File: src/rtl/ecc_result_fifo.sv
// ecc_result_fifo: captures {err, data} on each op_done rising edge into a
// FWFT fifo with valid/ready read port and saturating result statistics.
//
// Ports:
//   clk, rst (async, active low)
//   op_done, data_in, err_in   capture side from the ECC top
//   clr                        sync clear of fifo, counters, overflow
//   out_valid/out_ready        FWFT read handshake, out_data/out_err head
//   level, full, empty         occupancy status
//   overflow                   sticky: a capture was dropped on full
//   cnt_clean/corr/uncorr      saturating result counters
module ecc_result_fifo #(
  parameter int DATA_WIDTH = 32,
  parameter int DEPTH      = 8,
  parameter int CNT_WIDTH  = 16
) (
  input  logic                    clk,
  input  logic                    rst,
  input  logic                    op_done,
  input  logic [DATA_WIDTH-1:0]   data_in,
  input  logic [1:0]              err_in,
  input  logic                    clr,
  input  logic                    out_ready,
  output logic                    out_valid,
  output logic [DATA_WIDTH-1:0]   out_data,
  output logic [1:0]              out_err,
  output logic [$clog2(DEPTH):0]  level,
  output logic                    full,
  output logic                    empty,
  output logic                    overflow,
  output logic [CNT_WIDTH-1:0]    cnt_clean,
  output logic [CNT_WIDTH-1:0]    cnt_corr,
  output logic [CNT_WIDTH-1:0]    cnt_uncorr
);

  localparam int AW = $clog2(DEPTH);
  localparam int LW = AW + 1;
  localparam int EW = DATA_WIDTH + 2;

  logic [EW-1:0] mem [DEPTH];
  logic [AW-1:0] wr_ptr;
  logic [AW-1:0] rd_ptr;
  logic [LW-1:0] level_q;
  logic          op_done_q;
  logic          hold_q;
  logic          cap;
  logic          pop;
  logic          push;
  logic          do_push;
  logic          do_pop;
  logic          do_cap;

  // hold_q blocks a level still high across reset from looking like an edge
  assign cap     = op_done & ~op_done_q & ~hold_q;
  assign full    = (level_q == LW'(DEPTH));
  assign empty   = (level_q == '0);
  assign out_valid = ~empty;
  assign pop     = out_valid & out_ready;
  // a pop in the same cycle frees the slot, so a full fifo still accepts
  assign push    = cap & (~full | pop);
  assign do_push = push & ~clr;
  assign do_pop  = pop & ~clr;
  assign do_cap  = cap & ~clr;
  assign level   = level_q;

  assign out_data = out_valid ? mem[rd_ptr][DATA_WIDTH-1:0] : '0;
  assign out_err  = out_valid ? mem[rd_ptr][EW-1:DATA_WIDTH] : '0;

  always_ff @(posedge clk or negedge rst) begin
    if (!rst) begin
      op_done_q <= 1'b0;
      hold_q    <= 1'b1;
    end else begin
      op_done_q <= op_done;
      if (!op_done) hold_q <= 1'b0;
    end
  end

  always_ff @(posedge clk) begin
    if (do_push) mem[wr_ptr] <= {err_in, data_in};
  end

  always_ff @(posedge clk or negedge rst) begin
    if (!rst) begin
      wr_ptr   <= '0;
      rd_ptr   <= '0;
      level_q  <= '0;
      overflow <= 1'b0;
    end else if (clr) begin
      wr_ptr   <= '0;
      rd_ptr   <= '0;
      level_q  <= '0;
      overflow <= 1'b0;
    end else begin
      if (do_push) wr_ptr <= wr_ptr + AW'(1);
      if (do_pop)  rd_ptr <= rd_ptr + AW'(1);
      if (do_push && !do_pop)      level_q <= level_q + LW'(1);
      else if (!do_push && do_pop) level_q <= level_q - LW'(1);
      if (cap && !push) overflow <= 1'b1;
    end
  end

  logic inc_clean;
  logic inc_corr;
  logic inc_uncorr;

  always_comb begin
    inc_clean  = 1'b0;
    inc_corr   = 1'b0;
    inc_uncorr = 1'b0;
    if (do_cap) begin
      unique case (1'b1)
        (err_in == 2'b00): inc_clean  = 1'b1;
        (err_in == 2'b01): inc_corr   = 1'b1;
        err_in[1]:         inc_uncorr = 1'b1;
        default:           ;
      endcase
    end
  end

  always_ff @(posedge clk or negedge rst) begin
    if (!rst) begin
      cnt_clean  <= '0;
      cnt_corr   <= '0;
      cnt_uncorr <= '0;
    end else if (clr) begin
      cnt_clean  <= '0;
      cnt_corr   <= '0;
      cnt_uncorr <= '0;
    end else begin
      if (inc_clean && cnt_clean != '1)
        cnt_clean <= cnt_clean + CNT_WIDTH'(1);
      if (inc_corr && cnt_corr != '1)
        cnt_corr <= cnt_corr + CNT_WIDTH'(1);
      if (inc_uncorr && cnt_uncorr != '1)
        cnt_uncorr <= cnt_uncorr + CNT_WIDTH'(1);
    end
  end

endmodule
File: config.mk
export PLATFORM = sky130hd
export DESIGN_NAME = ecc_result_fifo
export DESIGN_NICKNAME = d
export VERILOG_FILES = /design/src/rtl/ecc_result_fifo.sv
export SDC_FILE = /design/constraint.sdc
export NUM_CORES = 1
export LEC_CHECK = 0
export CORE_ASPECT_RATIO = 0.6
export CORE_MARGIN = 3
export CORE_UTILIZATION = 55
export CTS_CLUSTER_SIZE = 24
export DETAILED_ROUTE_END_ITERATION = 10
export PLACE_DENSITY = 0.77
export SETUP_SLACK_MARGIN = 0.02
export SYNTH_ARGS = -nofsm -noshare
export SYNTH_HDL_FRONTEND = slang
export SYNTH_SLANG_ARGS = --single-unit
File: constraint.sdc
create_clock -name clk -period 5.6 [get_ports clk]
set_input_delay 0.56 -clock clk [delete_from_list [all_inputs] [get_ports clk]]
set_output_delay 0.56 -clock clk [all_outputs]
set_load 0.01 [all_outputs]
==> results <==
- Setup repair after global routing left no endpoint under its margin.
- The wire length of the first global-routing pass is 42.5 mm.
- The pin count of the biggest net entering global routing is between 60 and 70.
- The number of synthesized flops with an enable pin is around 270.
- Summing the areas of all xor and xnor instances in the mapped netlist gives 2.74% of the synthesized area.
- The clock share of power is 30.4%.
- For the pin with the worst max-slew slack, the measured transition is 1150 ps.
- The met3 global-route usage is 3.29%.
- The post-layout utilization of the core is about two thirds.
- After technology mapping, the gate count stands at 785.
- Clock-pin slew was measured on the worst setup and hold paths at 60 ps.
- The layer flagged by global routing as most heavily used is met1.
- The core outline area is 24400 um2.
- The total count of max-transition violations in the final report is 0.
- The worst hold path belongs to the class in2async.
- Setup violations remaining at the end of the flow were counted as 0.
- The critical path data required time is 5040 ps.
- The number of vias after detailed routing is ~7.2k.
- After synthesis the netlist holds a flip-flop and latch count of roughly 330.
- After detailed routing, the total wire length is 26.7 mm.
- TritonCTS built the clock tree.
- Per report_power, the sequential group accounts for between 40% and 50% of the total.
- The highest achievable clock rate is approximately 250 MHz.
- The simple-gate share of the synthesized area is around 8.1%.
- The run finished with clean final reports.
- The global-route track usage on met2 is 30.5%.
- The critical-path maximum fanout is 51.
- The number of maximum-capacitance violations is 0.
- The most frequent standard cell in the layout excluding fill and tap cells is edfxtp_1.
- The fraction of registers with async set or reset after synthesis is 18.3%.
- In the final routed layout, each cell accounts on average for 21.2 um.
- In the layout the commonest cells are 272 x edfxtp_1, 126 x clkdlybuf4s50_1, 85 x nor2_1.
- The cell sitting at the root of the clock tree is a clkbuf_16.
- The period utilization is a little under three quarters.
- The average footprint of a synthesized cell is 17.5 um2.
- Hold repair after CTS inserted 0 buffers.
- Input and output buffers added on the ports amount to between 100 and 150.
- Together, buffers and inverters on the worst path number 2.
- For this run, the total global-route usage over all layers was measured as between 20 and 25%.
- The total overflow left after global routing is 0.
- The number of remaining DRC errors is 0.
- The number of warnings printed during yosys synthesis is 0.
- In this run the horizontal extent of the chip is about 210 um.
- In this run, post-CTS repair resized a total of 0 instances.
- The setup slack after placement is 1810 ps.
- The first detailed-routing pass took 5 iterations.
- The number of nets in the final layout is about 960.
- The placed wire-length estimate after detailed placement is 16.1 mm.
- Global routing consumed, on the met1 layer, 32.4% of the routing resources.
- The critical path goes through buf_4 -> mux4_2 -> mux2i_1 -> nor2_1 -> clkdlybuf4s50_1.
- The critical path's top delay family is flip-flops.
- The initial antenna violation count is 0.
- The total power of the final layout is 6.28 mW.
- Dividing the detail-routed via count by the number of cells gives approximately 5.7.
- In this run the critical register-to-register path is captured at mem[1][24].
- The worst setup path is launched from a register.
- The number of cells in the design after placement is 1208.
- For this configuration, the core starts out at a cell density of between 50 and 60%.
- The post-CTS setup buffer count is 0.
- The number of cell rows is 44.
- In this run the worst setup path begins at rd_ptr[0].
- The share of the Yosys chip area taken by registers is 70.5%.
- The clock period could shrink to 4000 ps.
- The number of H-tree branching levels is 1.
- The clock drives about 330 sinks.
- The setup path with the least slack is of type reg2out.
- The TritonCTS buffer count is 29.
- The logic gate share of total power is 23.8%.
- The number of global-route vias before repair was 7291.
- The path depth of the worst reg2reg path is 5.
- The number of nets in the synthesized netlist is 832.
- Measured against the total synthesized area, the mux share comes to 14.1%.
- For this run, the slowest stage of the critical path takes 1110 ps.
- The synthesized netlist devotes under 10% of its cell area to compound gates.
- The count of distinct cell types in the synthesized netlist is 53.
- The worst path meets setup with 1600 ps of slack.
- The adder-cell area share of the yosys netlist is 0.783%.
- The worst-skew pair later-pin latency is 540 ps.
- The setup skew after layout is 7.21 ps.
- Data on the critical path arrives at its endpoint at about 3400 ps.
- The worst flop-to-flop path startpoint is op_done_q.
- In this run the number of cells on the critical path is 5.
- The worst slew margin relative to its limit is 23.0%.
- The clock passes through at most 3 buffers.
- The worst reg-to-reg setup slack is around 2500 ps.
- The power density over the cells is 385 nW/um2.
- The worst-case IR drop observed on VDD is around 340 uV.
- The capture point of the worst path is out_data[22].
- For this design the top-level I/O count stands at 129.
- In this run the remaining antenna-violating nets after routing total 0.
- The proportion of layout cells with a drive suffix above 1 is 16.5%.
- The final count of hold timing violations is 0.
- The standard cell with the maximum stage delay on the critical path is dfrtp_4.
- The most instantiated flip-flop cell in the synthesis netlist is edfxtp_1.
- The placer's final routability congestion estimate is 0.810.
- The detailed router finished its first iteration with 602 violations.
- The switching share of total power is 26.1%.
- After synthesis the cells add up to 13700 um2.
- Cell internal power was estimated by the tool at between 4 and 5 mW.
- The non-filler instance count after layout is 1260.
- Summed over all nets, the switching power comes to roughly 1.6 mW.
- The main combinational cell family by area after synthesis is multiplexers.
- The standby leakage power is 5.26 nW.
- The area added between synthesis and finish is 18.7%.
- The die covers between 20000 and 30000 um2.
- The endpoint class of the critical path is an output pin.
- Measured along the y axis, the die boundary spans between 100 and 150 um.
- The setup TNS is 0 ps.
==> flip-flops by register name (all words and copies together) (netlist names) <==
signal and count:
cnt_clean 16, cnt_corr 16, cnt_uncorr 16, hold_q 1, level 4, mem 272, op_done_q 1, overflow 1
rd_ptr 3, wr_ptr 3
==> final cells by class <==
class	instances	area, um2
diodes	1	2.50
well taps	322	403
inverters	8	30.0
clock inverters	19	163
repair buffers	139	1380
fillers	1652	8070
flip-flops and latches	333	9700
multi-input cells	406	3900
clock buffers	32	737
==> power groups by stage <==
stage                     Sequential (mW)  Clock, mW  Combinational, mW
after floorplan                      2.80          0              0.974
after global placement               2.93          0               1.50
after detailed placement             2.93          0               1.51
after CTS                            2.88       1.94               1.53
after global routing                 2.90       2.05               1.62
final                                2.87       1.91               1.50
==> worst min path at each step <==
stage / endpoint / slack, ps
3_3_place_gp: overflow / 490
3_5_place_dp: cnt_corr[15] / 510
4_1_cts: cnt_clean[12] / 200
2_1_floorplan: cnt_clean[0] / 260
6_report: cnt_clean[12] / 170
5_1_grt: cnt_clean[12] / 240
==> metal layers <==
layer | up-vias | wire (um)
met2 | 191 | 12200
met4 | 0 | 292
met3 | 22 | 1350
met1 | 3683 | 12800
li1 | 3328 | -
met5 | - | 0
==> kinds of logic (layout without fill, tap and decap cells) <==
| group | count (synthesis) | after routing |
|---|---|---|
| AOI/OAI and AO/OA | 44 | 44 |
| xor gates and xnor gates | 43 | 43 |
| adders and majority gates | 8 | 8 |
| buffers and inverters | 46 | 198 |
| DFF | 333 | 333 |
| muxes | 109 | 109 |
| other | 0 | 1 |
| and+or+nand+nor | 202 | 202 |
==> Yosys cell counts (6+ instances only) <==
cell / number / area (um2)
a211oi_1: 6 / 45.0
a21oi_1: 13 / 65.1
and3_1: 7 / 43.8
and4_1: 6 / 52.6
buf_2: 11 / 55.1
clkbuf_1: 21 / 78.8
dfrtp_1: 60 / 1500
edfxtp_1: 272 / 8170
ha_1: 7 / 87.6
inv_1: 7 / 26.3
mux2i_1: 41 / 410
mux4_2: 68 / 1530
nand2_1: 21 / 78.8
nand2b_1: 6 / 37.5
nand3_1: 16 / 80.1
nand4_1: 9 / 56.3
nor2_1: 91 / 342
nor3_1: 8 / 40.0
nor4_2: 6 / 75.1
o21ai_0: 6 / 30.0
or3_1: 6 / 37.5
xnor2_1: 35 / 307
xor2_1: 8 / 70.1
==> metrics by stage <==
stage | instance area, um2 | hold WS (ps)
2_1_floorplan | 13700 | 264
3_3_place_gp | 15400 | 492
3_5_place_dp | 15400 | 510
4_1_cts | 16300 | 205
5_1_grt | 16300 | 236
6_report | 16300 | 166
==> worst register-to-register path, stage by stage (launching register included) <==
cell and delay (ps):
dfrtp_1 420, nor3b_2 370, o21ai_1 230, or3b_1 570, nor3_2 860, buf_12 300
No activity file was read; power rests on OpenSTA's default activity.
